File: config.mk
export PLATFORM = sky130hd
export DESIGN_NAME = multicycle_controller
export DESIGN_NICKNAME = d
export VERILOG_FILES = /design/src/rtl/ctrl_pkg.sv /design/src/rtl/multicycle_controller_alu_decoder.sv /design/src/rtl/multicycle_controller.sv
export SDC_FILE = /design/constraint.sdc
export NUM_CORES = 1
export LEC_CHECK = 0
export ABC_AREA = 1
export BUFFER_PORTS_ARGS = -buffer_cell sky130_fd_sc_hd__buf_2
export CAP_MARGIN = 20
export CORE_ASPECT_RATIO = 0.6
export CORE_MARGIN = 2
export CORE_UTILIZATION = 34
export CTS_BUF_LIST = sky130_fd_sc_hd__clkbuf_4 sky130_fd_sc_hd__clkbuf_8
export CTS_CLUSTER_SIZE = 40
export DETAILED_ROUTE_END_ITERATION = 12
export GPL_TIMING_DRIVEN = 0
export PLACE_DENSITY_LB_ADDON = 0.12
export SETUP_SLACK_MARGIN = 0.3
export SYNTH_ARGS = -nofsm -noshare
export SYNTH_HDL_FRONTEND = slang
export SYNTH_HIERARCHICAL = 1
export SYNTH_SLANG_ARGS = --single-unit
File: constraint.sdc
create_clock -name clk -period 1.59 [get_ports clk]
set_input_delay 0.2385 -clock clk [delete_from_list [all_inputs] [get_ports clk]]
set_output_delay 0.2385 -clock clk [all_outputs]
set_load 0.05 [all_outputs]
File: src/rtl/ctrl_pkg.sv
// Shared encodings for the multi-cycle MIPS controller: opcodes, func codes,
// ALU operations, FSM states and datapath select values.
package ctrl_pkg;

  localparam logic [5:0] OP_RTYPE = 6'b000000;
  localparam logic [5:0] OP_LW    = 6'b100011;
  localparam logic [5:0] OP_SW    = 6'b101011;
  localparam logic [5:0] OP_BEQ   = 6'b000100;
  localparam logic [5:0] OP_BNE   = 6'b000101;
  localparam logic [5:0] OP_ADDI  = 6'b001000;
  localparam logic [5:0] OP_ANDI  = 6'b001100;
  localparam logic [5:0] OP_J     = 6'b000010;
  localparam logic [5:0] OP_JAL   = 6'b000011;

  localparam logic [5:0] FN_ADD = 6'b100000;
  localparam logic [5:0] FN_SUB = 6'b100010;
  localparam logic [5:0] FN_AND = 6'b100100;
  localparam logic [5:0] FN_OR  = 6'b100101;
  localparam logic [5:0] FN_SLT = 6'b101010;

  localparam logic [2:0] ALU_ADD = 3'b010;
  localparam logic [2:0] ALU_SUB = 3'b110;
  localparam logic [2:0] ALU_AND = 3'b000;
  localparam logic [2:0] ALU_OR  = 3'b001;
  localparam logic [2:0] ALU_SLT = 3'b111;
  localparam logic [2:0] ALU_BAD = 3'b101;

  typedef enum logic [1:0] {
    MODE_ADD  = 2'd0,
    MODE_SUB  = 2'd1,
    MODE_AND  = 2'd2,
    MODE_FUNC = 2'd3
  } alu_mode_t;

  typedef enum logic [3:0] {
    S_FETCH    = 4'd0,
    S_DECODE   = 4'd1,
    S_EXEC_R   = 4'd2,
    S_R_WB     = 4'd3,
    S_EXEC_I   = 4'd4,
    S_I_WB     = 4'd5,
    S_MEM_ADDR = 4'd6,
    S_MEM_RD   = 4'd7,
    S_MEM_WB   = 4'd8,
    S_MEM_WR   = 4'd9,
    S_BRANCH   = 4'd10,
    S_JUMP     = 4'd11,
    S_JAL      = 4'd12,
    S_JR       = 4'd13
  } state_t;

  localparam logic [1:0] DST_RT = 2'b00;
  localparam logic [1:0] DST_RD = 2'b01;
  localparam logic [1:0] DST_RA = 2'b10;

  localparam logic [1:0] WD_ALUOUT = 2'b00;
  localparam logic [1:0] WD_MDR    = 2'b01;
  localparam logic [1:0] WD_PC     = 2'b10;

  localparam logic [1:0] SRCB_B      = 2'b00;
  localparam logic [1:0] SRCB_FOUR   = 2'b01;
  localparam logic [1:0] SRCB_IMM    = 2'b10;
  localparam logic [1:0] SRCB_IMM_SH = 2'b11;

  localparam logic [1:0] PCS_ALU    = 2'b00;
  localparam logic [1:0] PCS_ALUOUT = 2'b01;
  localparam logic [1:0] PCS_JUMP   = 2'b10;
  localparam logic [1:0] PCS_REG    = 2'b11;

  function automatic logic func_supported(input logic [5:0] f);
    case (f)
      FN_ADD, FN_SUB, FN_AND, FN_OR, FN_SLT: func_supported = 1'b1;
      default:                               func_supported = 1'b0;
    endcase
  endfunction

endpackage

File: src/rtl/multicycle_controller_alu_decoder.sv
// Maps the FSM's ALU mode (and the R-type func field) to an ALU operation code.
// The unsupported flag reflects func alone so the write-back state can use it.
module alu_decoder
  import ctrl_pkg::*;
#(
  parameter int ALUW = 3
) (
  input  alu_mode_t        alu_mode,
  input  logic [5:0]       func,
  output logic [ALUW-1:0]  alu_operation,
  output logic             unsupported
);

  logic [2:0] op_s;

  // Select operation from mode, falling through to func decode for R-type.
  always_comb begin
    op_s        = ALU_ADD;
    unsupported = ~func_supported(func);
    case (alu_mode)
      MODE_ADD: op_s = ALU_ADD;
      MODE_SUB: op_s = ALU_SUB;
      MODE_AND: op_s = ALU_AND;
      MODE_FUNC: begin
        case (func)
          FN_ADD:  op_s = ALU_ADD;
          FN_SUB:  op_s = ALU_SUB;
          FN_AND:  op_s = ALU_AND;
          FN_OR:   op_s = ALU_OR;
          FN_SLT:  op_s = ALU_SLT;
          default: op_s = ALU_BAD;
        endcase
      end
      default: op_s = ALU_ADD;
    endcase
  end

  assign alu_operation = ALUW'(op_s);

endmodule

File: src/rtl/multicycle_controller.sv
// Multi-cycle MIPS control FSM: sequences fetch/decode/execute/memory/write-back
// with a mem_ready handshake and flags unsupported opcodes and R-type funcs.
module multicycle_controller
  import ctrl_pkg::*;
#(
  parameter bit         MEM_HANDSHAKE = 1'b1,
  parameter logic [5:0] JR_OPCODE     = 6'b111111,
  parameter int         ALUW          = 3
) (
  input  logic            clk,
  input  logic            rst,
  input  logic [5:0]      opcode,
  input  logic [5:0]      func,
  input  logic            zero,
  input  logic            mem_ready,
  output logic            pc_write,
  output logic            iord,
  output logic            ir_write,
  output logic            mem_read,
  output logic            mem_write,
  output logic            reg_write,
  output logic [1:0]      reg_dst,
  output logic [1:0]      wd_sel,
  output logic            alu_src_a,
  output logic [1:0]      alu_src_b,
  output logic [1:0]      pc_src,
  output logic [ALUW-1:0] alu_operation,
  output logic            illegal,
  output logic [3:0]      state_dbg
);

  state_t    state_r;
  state_t    decode_next_s;
  logic      decode_ok_s;
  logic      rdy_s;
  alu_mode_t alu_mode_s;
  logic      unsupported_s;
  logic      pc_write_s, ir_write_s, mem_read_s, mem_write_s, reg_write_s, illegal_s;

  assign rdy_s = MEM_HANDSHAKE ? mem_ready : 1'b1;

  alu_decoder #(.ALUW(ALUW)) u_alu_decoder (
    .alu_mode      (alu_mode_s),
    .func          (func),
    .alu_operation (alu_operation),
    .unsupported   (unsupported_s)
  );

  // Opcode dispatch out of DECODE; JR_OPCODE is a parameter so it sits in default.
  always_comb begin
    decode_next_s = S_FETCH;
    decode_ok_s   = 1'b1;
    case (opcode)
      OP_RTYPE:      decode_next_s = S_EXEC_R;
      OP_LW, OP_SW:  decode_next_s = S_MEM_ADDR;
      OP_BEQ, OP_BNE: decode_next_s = S_BRANCH;
      OP_ADDI, OP_ANDI: decode_next_s = S_EXEC_I;
      OP_J:          decode_next_s = S_JUMP;
      OP_JAL:        decode_next_s = S_JAL;
      default: begin
        if (opcode == JR_OPCODE) begin
          decode_next_s = S_JR;
        end else begin
          decode_next_s = S_FETCH;
          decode_ok_s   = 1'b0;
        end
      end
    endcase
  end

  // State register and next-state sequencing.
  always_ff @(posedge clk or posedge rst) begin
    if (rst) begin
      state_r <= S_FETCH;
    end else begin
      case (state_r)
        S_FETCH:    if (rdy_s) state_r <= S_DECODE;
        S_DECODE:   state_r <= decode_next_s;
        S_EXEC_R:   state_r <= S_R_WB;
        S_R_WB:     state_r <= S_FETCH;
        S_EXEC_I:   state_r <= S_I_WB;
        S_I_WB:     state_r <= S_FETCH;
        S_MEM_ADDR: state_r <= (opcode == OP_LW) ? S_MEM_RD : S_MEM_WR;
        S_MEM_RD:   if (rdy_s) state_r <= S_MEM_WB;
        S_MEM_WB:   state_r <= S_FETCH;
        S_MEM_WR:   if (rdy_s) state_r <= S_FETCH;
        S_BRANCH:   state_r <= S_FETCH;
        S_JUMP:     state_r <= S_FETCH;
        S_JAL:      state_r <= S_FETCH;
        S_JR:       state_r <= S_FETCH;
        default:    state_r <= S_FETCH;
      endcase
    end
  end

  // Per-state datapath controls; strobes may follow mem_ready/zero in the same cycle.
  always_comb begin
    pc_write_s  = 1'b0;
    ir_write_s  = 1'b0;
    mem_read_s  = 1'b0;
    mem_write_s = 1'b0;
    reg_write_s = 1'b0;
    illegal_s   = 1'b0;
    iord        = 1'b0;
    reg_dst     = DST_RT;
    wd_sel      = WD_ALUOUT;
    alu_src_a   = 1'b0;
    alu_src_b   = SRCB_B;
    pc_src      = PCS_ALU;
    alu_mode_s  = MODE_ADD;
    case (state_r)
      S_FETCH: begin
        mem_read_s = 1'b1;
        alu_src_b  = SRCB_FOUR;
        ir_write_s = rdy_s;
        pc_write_s = rdy_s;
      end
      S_DECODE: begin
        alu_src_b = SRCB_IMM_SH;
        illegal_s = ~decode_ok_s;
      end
      S_EXEC_R: begin
        alu_src_a  = 1'b1;
        alu_mode_s = MODE_FUNC;
      end
      S_R_WB: begin
        reg_dst     = DST_RD;
        reg_write_s = ~unsupported_s;
        illegal_s   = unsupported_s;
      end
      S_EXEC_I: begin
        alu_src_a = 1'b1;
        alu_src_b = SRCB_IMM;
        if (opcode == OP_ANDI) begin
          alu_mode_s = MODE_AND;
        end else begin
          alu_mode_s = MODE_ADD;
        end
      end
      S_I_WB:     reg_write_s = 1'b1;
      S_MEM_ADDR: begin
        alu_src_a = 1'b1;
        alu_src_b = SRCB_IMM;
      end
      S_MEM_RD: begin
        mem_read_s = 1'b1;
        iord       = 1'b1;
      end
      S_MEM_WB: begin
        reg_write_s = 1'b1;
        wd_sel      = WD_MDR;
      end
      S_MEM_WR: begin
        mem_write_s = 1'b1;
        iord        = 1'b1;
      end
      S_BRANCH: begin
        alu_src_a  = 1'b1;
        alu_mode_s = MODE_SUB;
        pc_src     = PCS_ALUOUT;
        if (opcode == OP_BEQ) begin
          pc_write_s = zero;
        end else begin
          pc_write_s = ~zero;
        end
      end
      S_JUMP: begin
        pc_src     = PCS_JUMP;
        pc_write_s = 1'b1;
      end
      S_JAL: begin
        pc_src      = PCS_JUMP;
        pc_write_s  = 1'b1;
        reg_write_s = 1'b1;
        reg_dst     = DST_RA;
        wd_sel      = WD_PC;
      end
      S_JR: begin
        pc_src     = PCS_REG;
        pc_write_s = 1'b1;
      end
      default: begin
        pc_write_s = 1'b0;
      end
    endcase
  end

  // Strobes are killed for as long as rst is high, not just from the next edge.
  assign pc_write  = pc_write_s  & ~rst;
  assign ir_write  = ir_write_s  & ~rst;
  assign mem_read  = mem_read_s  & ~rst;
  assign mem_write = mem_write_s & ~rst;
  assign reg_write = reg_write_s & ~rst;
  assign illegal   = illegal_s   & ~rst;
  assign state_dbg = state_r;

endmodule

==> results.toml <==
[finish]
fin_nets = 229
synthToLayoutAreaGrowth_pct = 128
drive_gt1_share_pct = 62.6
fin_util_pct = 81.1
stdcell_area_um2 = 1730
finalNonFillerCells = 241
n_antenna_cell = 0
largest_reg_flops = 4

[floorplan]
die_y_um = 40.6
coreArea_um2 = 2130
row_count = 13
dieArea_um2 = 2640
start_util_pct = 35.6
die_w_um = 65.0
top_level_ports = 39

[worst_setup_path]
cpPeakStageDelay_ns = 0.41
cp_common_cell = "nand2_2"
start_kind = "register"
crit_fanout = 3
cp-end-kind = "output port"
cp_data_required_time_ns = 1.35
timing.critical_path.arrival_ns = 1.88
path_cells = "inv_2 -> nor2_4 -> inv_2 -> nor2_4 -> nand2_2 -> o21ai_2 -> nand2_2 -> nor2_2 -> o2111ai_2 -> nand2_2 -> buf_8"
critical_path_class = "register to output port"
crit_slowest_cell = "dfrtp_2"

[clocking]
cts.clk_slew.worst_paths_ns = 0.03
numCtsBuffers = 3
clock-root-buffer = "clkbuf_8"
cts_sinks = 4
clk_latency_ns = 0.22
cts_tree = "yes"
clockBufferDepth = 2
h-tree-depth = 1

[detailed_routing]
drt_iter0_markers = 122
wl_um = 4250
drc = 0
num_vias = 1366
dr.pass1.iters = 7
viasPerCell = 5.67
wl_per_cell_um = 17.7
ant_nets = 0

[pwr]
power_leakage_nw = 0.872
peakVddDrop_uv = 1340
finalPower_mw = 3.09
p_per_area_nw_per_um2 = 1790

[yosys]
synth_area_leaders = "nand2_1 (16%), inv_1 (15%), dfrtp_1 (13%), nor2_1 (11%), nand3_1 (11%)"
ys_ff_latch = 4
synthTopCellsByCount = "nand2_1 (32), inv_1 (31), nor2_1 (23)"
synth-main-ff-cell = "dfrtp_1"
yosysTopAreaCell = "nand2_1"
synth.distinct_cells = 25
netlist_area_um2 = 759
synth.top_cell.area_share_pct = 15.8
synth_edf_count = 0
syn-num-nets = 160
yosysWarnings = 6
synthCells = 144
yosysMostFrequentCell = "nand2_1"
avgSynthCellArea_um2 = 5.27
ys_seq_area_share_pct = 13.2
async_flop_share_pct = 100

[timing]
rsz0062_at_grt = "yes"
slew_headroom_pct = 74.6
fin_crit_sh_pct = 133
clock_skew_ns = 0.00434
fmax_ghz = 0.473
drv_slew = 0
setup_viol = 17
whs_ns = 0.0587
hold_viol = 0
fin_setup_tns_ns = -3.48
worst_pin_slew_ns = 0.380
fin_ws_ns = -0.524
fin_crit_ns = 2.11

[placed_design]
place_hpwl_um = 2100
post-place-ws_ns = -0.469
placed_area_um2 = 1140
dp_cells = 212
gp_congestion = 0.864
portBuffers = 38

[grt]
grt_overflow = 0
grtUsageTotal_pct = 24.8
grt_pass1_wl_um = 4690
grt_pass1_vias = 1023
antenna_found_initial = 0
grt_max_degree = 9

[hold_path]
hold_class = "primary input to asynchronous set/reset pin"

[flow_run]
drv_cap = 0

[status]
violations = "negative setup slack"
status = "finished with violations"
[critical path, delay by kind of cell (launching register included)]
kind	cells	cell delay (ns)
buf+inv	3	0.29
flops	1	0.41
compound gates	2	0.31
simple gates	6	0.64
[per-layer routing]
layer  GRT usage (%)  wire length, um  vias up
li1                -                -      601
met4            15.1              302        0
met1            31.7             1650      612
met2            43.0             1960      114
met3            2.20              342       39
met5               0                0        -
[where the power goes]
group | total, mW | switching, mW | internal [mW]
Combinational | 2.63 | 1.60 | 1.03
Sequential | 0.237 | 0.0860 | 0.151
Clock | 0.218 | 0.0560 | 0.162
Total | 3.09 | 1.74 | 1.35
[logic make-up (layout without fill, tap and decap cells)]
family	count (synthesis)	in the layout	share of synthesized area, %
AND/OR/NAND/NOR	88	88	53.4
buffers and inverters	34	101	17.3
AO/OA/AOI/OAI	18	18	16.1
flip-flops	4	4	13.2
[layout make-up]
class	instances	area, um^2
plain buffers	1	11.3
clock buffers	3	41.3
fillers	136	403
inverters	33	131
multi-input cells	106	821
flip-flops and latches	4	108
well taps	30	37.5
repair buffers	64	578
[worst paths after layout]
check / slack [ns] / from / to / cells after the start
setup / recovery: -0.52 / state_dbg[2] / alu_operation[1] / 11
hold / removal: 0.06 / rst / state_dbg[1] / 2
setup reg to reg: 0 / state_dbg[0] / state_dbg[0] / 9
hold reg to reg: 0.77 / state_dbg[0] / state_dbg[0] / 3
max in group asynchronous: 1.37 / rst / state_dbg[3] / 2
min in group clk: 0.47 / mem_ready / state_dbg[3] / 4
[cells in the final DEF, fill, tap and decap left out, types with 2 or more instances in the layout]
cell type and count:
buf_8 8, clkbuf_8 3, buf_6 19, nand2_4 5
nor2_1 11, dfrtp_2 3, nand3_2 2, nand4_1 6
inv_1 22, a21oi_4 5, buf_2 17, buf_4 20
nand3_1 15, nand2_1 18, inv_4 3, inv_2 8
nand2_2 9, nor2_4 15
[repair_timing]
action	CTS	global route
pin swaps	10	13
cloned	0	0
endpoints found under the setup margin	23	25
hold buffers	0	0
gates resized for setup	61	43
buffers inserted	16	10
Note: power is estimated with default switching activity, not from simulation.
